**config.mk**
```make
export PLATFORM = sky130hd
export DESIGN_NAME = lcd_pattern_gen_flat
export DESIGN_NICKNAME = d
export VERILOG_FILES = /design/src/rtl/lcd_pkg.sv /design/src/rtl/lcd_pattern_gen_if.sv /design/src/rtl/lcd_pattern_pixel.sv /design/src/rtl/lcd_pattern_gen.sv /design/src/flat_wrapper.sv
export SDC_FILE = /design/constraint.sdc
export NUM_CORES = 1
export LEC_CHECK = 0
export BUFFER_PORTS_ARGS = -buffer_cell sky130_fd_sc_hd__buf_2
export CAP_MARGIN = 30
export CELL_PAD_IN_SITES_DETAIL_PLACEMENT = 0
export CELL_PAD_IN_SITES_GLOBAL_PLACEMENT = 1
export CORE_AREA = 2 2 84 86
export DETAILED_ROUTE_END_ITERATION = 6
export DIE_AREA = 0 0 86 88
export MAX_ROUTING_LAYER = met4
export PLACE_DENSITY = 0.88
export REMOVE_ABC_BUFFERS = 1
export SLEW_MARGIN = 0
export SYNTH_ARGS = -nofsm -noshare
export SYNTH_HDL_FRONTEND = slang
export SYNTH_HIERARCHICAL = 1
export SYNTH_SLANG_ARGS = --single-unit
```
**constraint.sdc**
```tcl
create_clock -name lcd_clk -period 3.45 [get_ports lcd_clk]
set_input_delay 1.035 -clock lcd_clk [delete_from_list [all_inputs] [get_ports lcd_clk]]
set_output_delay 1.035 -clock lcd_clk [all_outputs]
set_load 0.03 [all_outputs]
```
**src/rtl/lcd_pkg.sv**
```systemverilog
// rtl/lcd_pkg.sv - shared constants, pattern-mode encoding and colour lookup for the LCD pattern source
package lcd_pkg;

    localparam int LCD_H_ACTIVE  = 480;
    localparam int LCD_V_ACTIVE  = 272;
    localparam int LCD_CHK_SHIFT = 4;

    typedef enum logic [1:0] {
        MODE_BARS     = 2'd0,
        MODE_CHECKER  = 2'd1,
        MODE_GRADIENT = 2'd2,
        MODE_SOLID    = 2'd3
    } pattern_mode_t;

    localparam logic [15:0] RGB_WHITE   = 16'hFFFF;
    localparam logic [15:0] RGB_YELLOW  = 16'hFFE0;
    localparam logic [15:0] RGB_CYAN    = 16'h07FF;
    localparam logic [15:0] RGB_GREEN   = 16'h07E0;
    localparam logic [15:0] RGB_MAGENTA = 16'hF81F;
    localparam logic [15:0] RGB_RED     = 16'hF800;
    localparam logic [15:0] RGB_BLUE    = 16'h001F;
    localparam logic [15:0] RGB_BLACK   = 16'h0000;

    // Colour bars, left to right
    function automatic logic [15:0] bar_color(input logic [2:0] idx);
        case (idx)
            3'd0:    return RGB_WHITE;
            3'd1:    return RGB_YELLOW;
            3'd2:    return RGB_CYAN;
            3'd3:    return RGB_GREEN;
            3'd4:    return RGB_MAGENTA;
            3'd5:    return RGB_RED;
            3'd6:    return RGB_BLUE;
            default: return RGB_BLACK;
        endcase
    endfunction

endpackage

```
**src/rtl/lcd_pattern_gen_if.sv**
```systemverilog
// rtl/lcd_pattern_gen_if.sv - pixel stream handshake between pattern source and lcd_driver
interface lcd_pattern_gen_if;
    logic        pix_valid;
    logic        pix_ready;
    logic [15:0] pix_data;
    logic        pix_sof;
    logic        pix_eol;
    logic        frame_done;

    modport master (
        output pix_valid,
        output pix_data,
        output pix_sof,
        output pix_eol,
        output frame_done,
        input  pix_ready
    );

    modport slave (
        input  pix_valid,
        input  pix_data,
        input  pix_sof,
        input  pix_eol,
        input  frame_done,
        output pix_ready
    );
endinterface

```
**src/rtl/lcd_pattern_pixel.sv**
```systemverilog
// rtl/lcd_pattern_pixel.sv - combinational pixel function f(x,y,mode,color); PATTERN_BORDER_EN adds a white outline
module lcd_pattern_pixel
    import lcd_pkg::*;
#(
    parameter int H_ACTIVE  = LCD_H_ACTIVE,
    parameter int V_ACTIVE  = LCD_V_ACTIVE,
    parameter int CHK_SHIFT = LCD_CHK_SHIFT,
    parameter int XW        = $clog2(H_ACTIVE),
    parameter int YW        = $clog2(V_ACTIVE)
) (
    input  logic [XW-1:0]  x,
    input  logic [YW-1:0]  y,
    input  pattern_mode_t  mode,
    input  logic [15:0]    color,
    output logic [15:0]    pixel
);

    localparam int BAR_W = H_ACTIVE / 8;

    logic [15:0] xe;
    logic [15:0] ye;
    logic [15:0] bar_idx;
    logic [2:0]  bar_sat;
    logic [15:0] base;

    // Pattern value for the given position; coordinates are widened so gradient bit slices exist for small panels
    always_comb begin
        xe      = 16'(x);
        ye      = 16'(y);
        bar_idx = xe / 16'(BAR_W);
        bar_sat = (bar_idx > 16'd7) ? 3'd7 : bar_idx[2:0];
        case (mode)
            MODE_BARS:     base = bar_color(bar_sat);
            MODE_CHECKER:  base = ((((xe >> CHK_SHIFT) ^ (ye >> CHK_SHIFT)) & 16'd1) != 16'd0)
                                  ? RGB_BLACK : RGB_WHITE;
            MODE_GRADIENT: base = {xe[8:4], xe[8:3], xe[8:4]};
            default:       base = color;
        endcase
`ifdef PATTERN_BORDER_EN
        if (x == '0 || x == XW'(H_ACTIVE - 1) || y == '0 || y == YW'(V_ACTIVE - 1))
            pixel = RGB_WHITE;
        else
            pixel = base;
`else
        pixel = base;
`endif
    end

endmodule

```
**src/rtl/lcd_pattern_gen.sv**
```systemverilog
// rtl/lcd_pattern_gen.sv - raster RGB565 test-pattern source (optional macro PATTERN_BORDER_EN)
module lcd_pattern_gen
    import lcd_pkg::*;
#(
    parameter int H_ACTIVE  = LCD_H_ACTIVE,
    parameter int V_ACTIVE  = LCD_V_ACTIVE,
    parameter int CHK_SHIFT = LCD_CHK_SHIFT
) (
    input  logic                 lcd_clk,
    input  logic                 rst_n,
    input  logic [1:0]           mode,
    input  logic [15:0]          solid_color,
    input  logic                 resync,
    lcd_pattern_gen_if.master    pix
);

    localparam int XW = $clog2(H_ACTIVE);
    localparam int YW = $clog2(V_ACTIVE);

    logic [XW-1:0]  x, x_d;
    logic [YW-1:0]  y, y_d;
    pattern_mode_t  mode_q, mode_d;
    logic [15:0]    color_q, color_d;
    logic           done_d;
    logic           fire;
    logic [15:0]    pixel_d;

    // Next raster position and latched config; startup and resync both restart at (0,0) with fresh settings
    always_comb begin
        x_d     = x;
        y_d     = y;
        mode_d  = mode_q;
        color_d = color_q;
        done_d  = 1'b0;
        fire    = pix.pix_valid & pix.pix_ready;
        if (!pix.pix_valid || resync) begin
            x_d     = '0;
            y_d     = '0;
            mode_d  = pattern_mode_t'(mode);
            color_d = solid_color;
        end else if (fire) begin
            if (x == XW'(H_ACTIVE - 1)) begin
                x_d = '0;
                if (y == YW'(V_ACTIVE - 1)) begin
                    y_d     = '0;
                    done_d  = 1'b1;
                    mode_d  = pattern_mode_t'(mode);
                    color_d = solid_color;
                end else begin
                    y_d = y + YW'(1);
                end
            end else begin
                x_d = x + XW'(1);
            end
        end
    end

    lcd_pattern_pixel #(
        .H_ACTIVE  (H_ACTIVE),
        .V_ACTIVE  (V_ACTIVE),
        .CHK_SHIFT (CHK_SHIFT),
        .XW        (XW),
        .YW        (YW)
    ) u_pixel (
        .x     (x_d),
        .y     (y_d),
        .mode  (mode_d),
        .color (color_d),
        .pixel (pixel_d)
    );

    // Position, config latch and output registers; outputs describe the pixel at (x,y) and hold while stalled
    always_ff @(posedge lcd_clk or negedge rst_n) begin
        if (!rst_n) begin
            x              <= '0;
            y              <= '0;
            mode_q         <= MODE_BARS;
            color_q        <= '0;
            pix.pix_valid  <= 1'b0;
            pix.pix_data   <= '0;
            pix.pix_sof    <= 1'b0;
            pix.pix_eol    <= 1'b0;
            pix.frame_done <= 1'b0;
        end else begin
            x              <= x_d;
            y              <= y_d;
            mode_q         <= mode_d;
            color_q        <= color_d;
            pix.pix_valid  <= 1'b1;
            pix.pix_data   <= pixel_d;
            pix.pix_sof    <= (x_d == '0) && (y_d == '0);
            pix.pix_eol    <= (x_d == XW'(H_ACTIVE - 1));
            pix.frame_done <= done_d;
        end
    end

endmodule

```
**src/flat_wrapper.sv**
```systemverilog
// flat-port wrapper written by rule: the top's interface ports become plain ports
module lcd_pattern_gen_flat import lcd_pkg::*;
#(
    parameter int H_ACTIVE  = LCD_H_ACTIVE,
    parameter int V_ACTIVE  = LCD_V_ACTIVE,
    parameter int CHK_SHIFT = LCD_CHK_SHIFT
)
  (lcd_clk, rst_n, mode, solid_color, resync, pix_pix_valid, pix_pix_data, pix_pix_sof, pix_pix_eol, pix_frame_done, pix_pix_ready);
  lcd_pattern_gen_if pix_i ();
  input  logic lcd_clk;
  input  logic rst_n;
  input  logic [1:0] mode;
  input  logic [15:0] solid_color;
  input  logic resync;
  output wire logic [$bits(pix_i.pix_valid)-1:0] pix_pix_valid;
  output wire logic [$bits(pix_i.pix_data)-1:0] pix_pix_data;
  output wire logic [$bits(pix_i.pix_sof)-1:0] pix_pix_sof;
  output wire logic [$bits(pix_i.pix_eol)-1:0] pix_pix_eol;
  output wire logic [$bits(pix_i.frame_done)-1:0] pix_frame_done;
  input wire logic [$bits(pix_i.pix_ready)-1:0] pix_pix_ready;
  assign pix_pix_valid = pix_i.pix_valid;
  assign pix_pix_data = pix_i.pix_data;
  assign pix_pix_sof = pix_i.pix_sof;
  assign pix_pix_eol = pix_i.pix_eol;
  assign pix_frame_done = pix_i.frame_done;
  assign pix_i.pix_ready = pix_pix_ready;
  lcd_pattern_gen #(.H_ACTIVE(H_ACTIVE), .V_ACTIVE(V_ACTIVE), .CHK_SHIFT(CHK_SHIFT)) u_core (.lcd_clk(lcd_clk), .rst_n(rst_n), .mode(mode), .solid_color(solid_color), .resync(resync), .pix(pix_i));
endmodule
```
==> impl_metrics.ini <==
[outcome]
outcome = complete, no violations

[die]
num_io_pins = 42
die_h_um = 88
initial_utilization_pct = 42.7
dieArea_um2 = 7570
rows = 30
core_area_um2 = 6640
die_w_um = 86

[setup_path]
crit_path_start_kind = input pin
path_buf_inv = 2
cpPeakStageDelay_ns = 0.48
worstPathRequired_ns = 3.61
path_class = in2reg
worstSetupEndpointType = register
path_cells = buf_2 > nand3_1 > or4_1 > a211oi_2 > buf_4 > xor2_1 > o21ai_0 > a21oi_1 > o22ai_1
crit_family = compound AO/OA/AOI/OAI gates
slowest_stage = a211oi_2
critPathArrivalTime_ns = 3.29
worstPathMaxFanout = 8

[grt]
grt_use_total_pct = 18.4
grt_pass1_vias = 2206
grt-ovfl-total = 0
grt_start_max_net_pins = 57
grt_pass1_wl_um = 10700
antenna_found_initial = 0

[yosys]
yosys_warnings = 6
synth.area.mux_share_pct = 7.50
synth_top_flop_cell = dfrtp_1
synthTopCellsByCount = dfrtp_1, nor2_1, a21oi_1, nand2_1, mux2_1
seq_area_frac_synth_pct = 49.4
synth_fa_ha_area_share_pct = 0.883
ys_ff_latch = 56
synth.distinct_cells = 60
yosysMostFrequentCell = dfrtp_1
avgSynthCellArea_um2 = 10.5
synth_edf_count = 0
synth_largest_area_cell = dfrtp_1
synth_area_leaders = dfrtp_1, mux2_1, a21oi_1, nor2_1, nand2_1
synth-xor-area-share_pct = 1.85
yosysTopAreaCellShare_pct = 49.4
synthCells = 271
synth-async-reset-ratio_pct = 100
synth-compound-area-share_pct = 18.5
synth_top_family_by_area = compound AO/OA/AOI/OAI gates
yosys.area_share.simple_pct = 17.7
synth_area_um2 = 2840

[place]
hpwl_um = 4700
gp_congestion = 0.823
io_buffers = 41
pre_cts_ws_ns = 0.0522

[finish]
nets = 347
syn2layout_area_growth_pct = 16.4
layout-drive-gt1-share_pct = 23.8
n_antenna_cell = 0
fill_cells = 608

[clock_tree]
cts.path.max_buffers = 2
clkSinkCount = 56
cts_buffers = 5
cts_max_level = 2
cts.repair.resized = 0
cts_setup_buffers = 0
clock_latency_ns = 0.31
cts_tree = done
postCtsHoldBufs = 0
clk_pin_slew_ns = 0.10
root_buffer = clkbuf_8

[pwr]
leakage_uw = 0.00147
vdd_drop_max_mv = 0.183
p_per_area_nw_per_um2 = 411

[sta]
rsz0062_at_grt = no
worst_pin_slew_ns = 0.694
setup_tns_ns = 0
slew_violations = 0
max_slew_margin_pct = 53.8
timing.final.ws_setup_ns = 0.326
hold_viol = 0
final.min_clock_period_ns = 3.12
fmax_mhz = 320
fin_crit_sh_pct = 90.6
final-setup-viol-count = 0
worst_clock_skew_ns = 0.00794

[routing]
drtIter0Drc = 119
antenna_left = 0
drtPass1Iterations = 4
wirelength_um = 6440
via_count = 2303
via_per_inst = 5.70
drc = 0
wire_per_inst_um = 15.9

[run]
drv_cap = 0

[hold_path]
hp-class = reg2reg
-- logic make-up (layout without fill, tap and decap cells) --
group           count (synthesis)  in the layout
simple gates                   91             91
compound gates                 77             77
flops                          56             56
mux                            19             19
buf+inv                        19             72
xor+xnor                        6              6
fa+ha+maj                       2              2
other cells                     1              1
-- where the power goes --
group	switching, uW	internal [uW]	leakage, uW
clock network	207	220	0.0000558
registers	13.6	701	0.000697
logic	145	71.4	0.000718
-- routing by layer --
metal	track usage (%)	part of all wire, %
met5	-	0
met4	7.07	1.4
met3	2.73	4.5
met2	29.0	49
met1	24.1	45
-- registers in the layout, indices dropped and copies added (netlist names) --
signal / flops
u_core/pix.frame_done: 1
u_core/pix.pix_data: 16
u_core/y: 9
u_core/pix.pix_sof: 1
u_core/mode_q: 2
u_core/pix.pix_valid: 1
u_core/pix.pix_eol: 1
u_core/x: 9
u_core/color_q: 16
-- cells in the final DEF, fill, tap and decap left out, types with 4 or more instances in the layout --
cell type,count
nor3_1,6
nand2_1,19
buf_2,41
xor2_1,4
o22ai_1,5
nand4_1,7
nor4_1,5
mux2_1,18
clkbuf_8,5
o21ai_0,14
a21oi_1,24
inv_1,6
nand3_1,6
dfrtp_1,56
nor2_1,26
buf_4,16
-- through the flow --
step	instance area, um2	std cells	hold WS, ns	utilization (%)	power [uW]
after floorplan	2740	258	0.455	-	856
after global placement	3190	396	0.468	48.0	942
after detailed placement	3190	396	0.474	48.0	947
after CTS	3300	404	0.497	49.7	1380
after global routing	3300	404	0.509	49.7	1430
final	3300	404	0.491	49.7	1360
-- final cells by class --
cell class / instances / area (um2) / share of cell area (%)
timing repair buffer: 58 / 345 / 10.5
clock inverter: 2 / 38.8 / 1.18
multi-input combinational: 196 / 1320 / 40.0
clock buffer: 6 / 72.6 / 2.20
tap: 80 / 100 / 3.03
inverter: 6 / 22.5 / 0.682
sequential: 56 / 1400 / 42.5
-- final timing paths --
check,startpoint,end,slack (ns),cells past startpoint
worst max-delay path,pix_pix_ready,u_core/pix.pix_data[4],0.33,9
worst min-delay path,u_core/color_q[11],u_core/color_q[11],0.49,1
worst max register to register,u_core/y[7],u_core/pix.pix_data[9],0.57,8
worst min register to register,u_core/color_q[11],u_core/color_q[11],0.49,1
max in group asynchronous,rst_n,u_core/y[4],2.14,2
min in group asynchronous,rst_n,u_core/y[2],0.83,2
(Power assumes the default switching activity.)
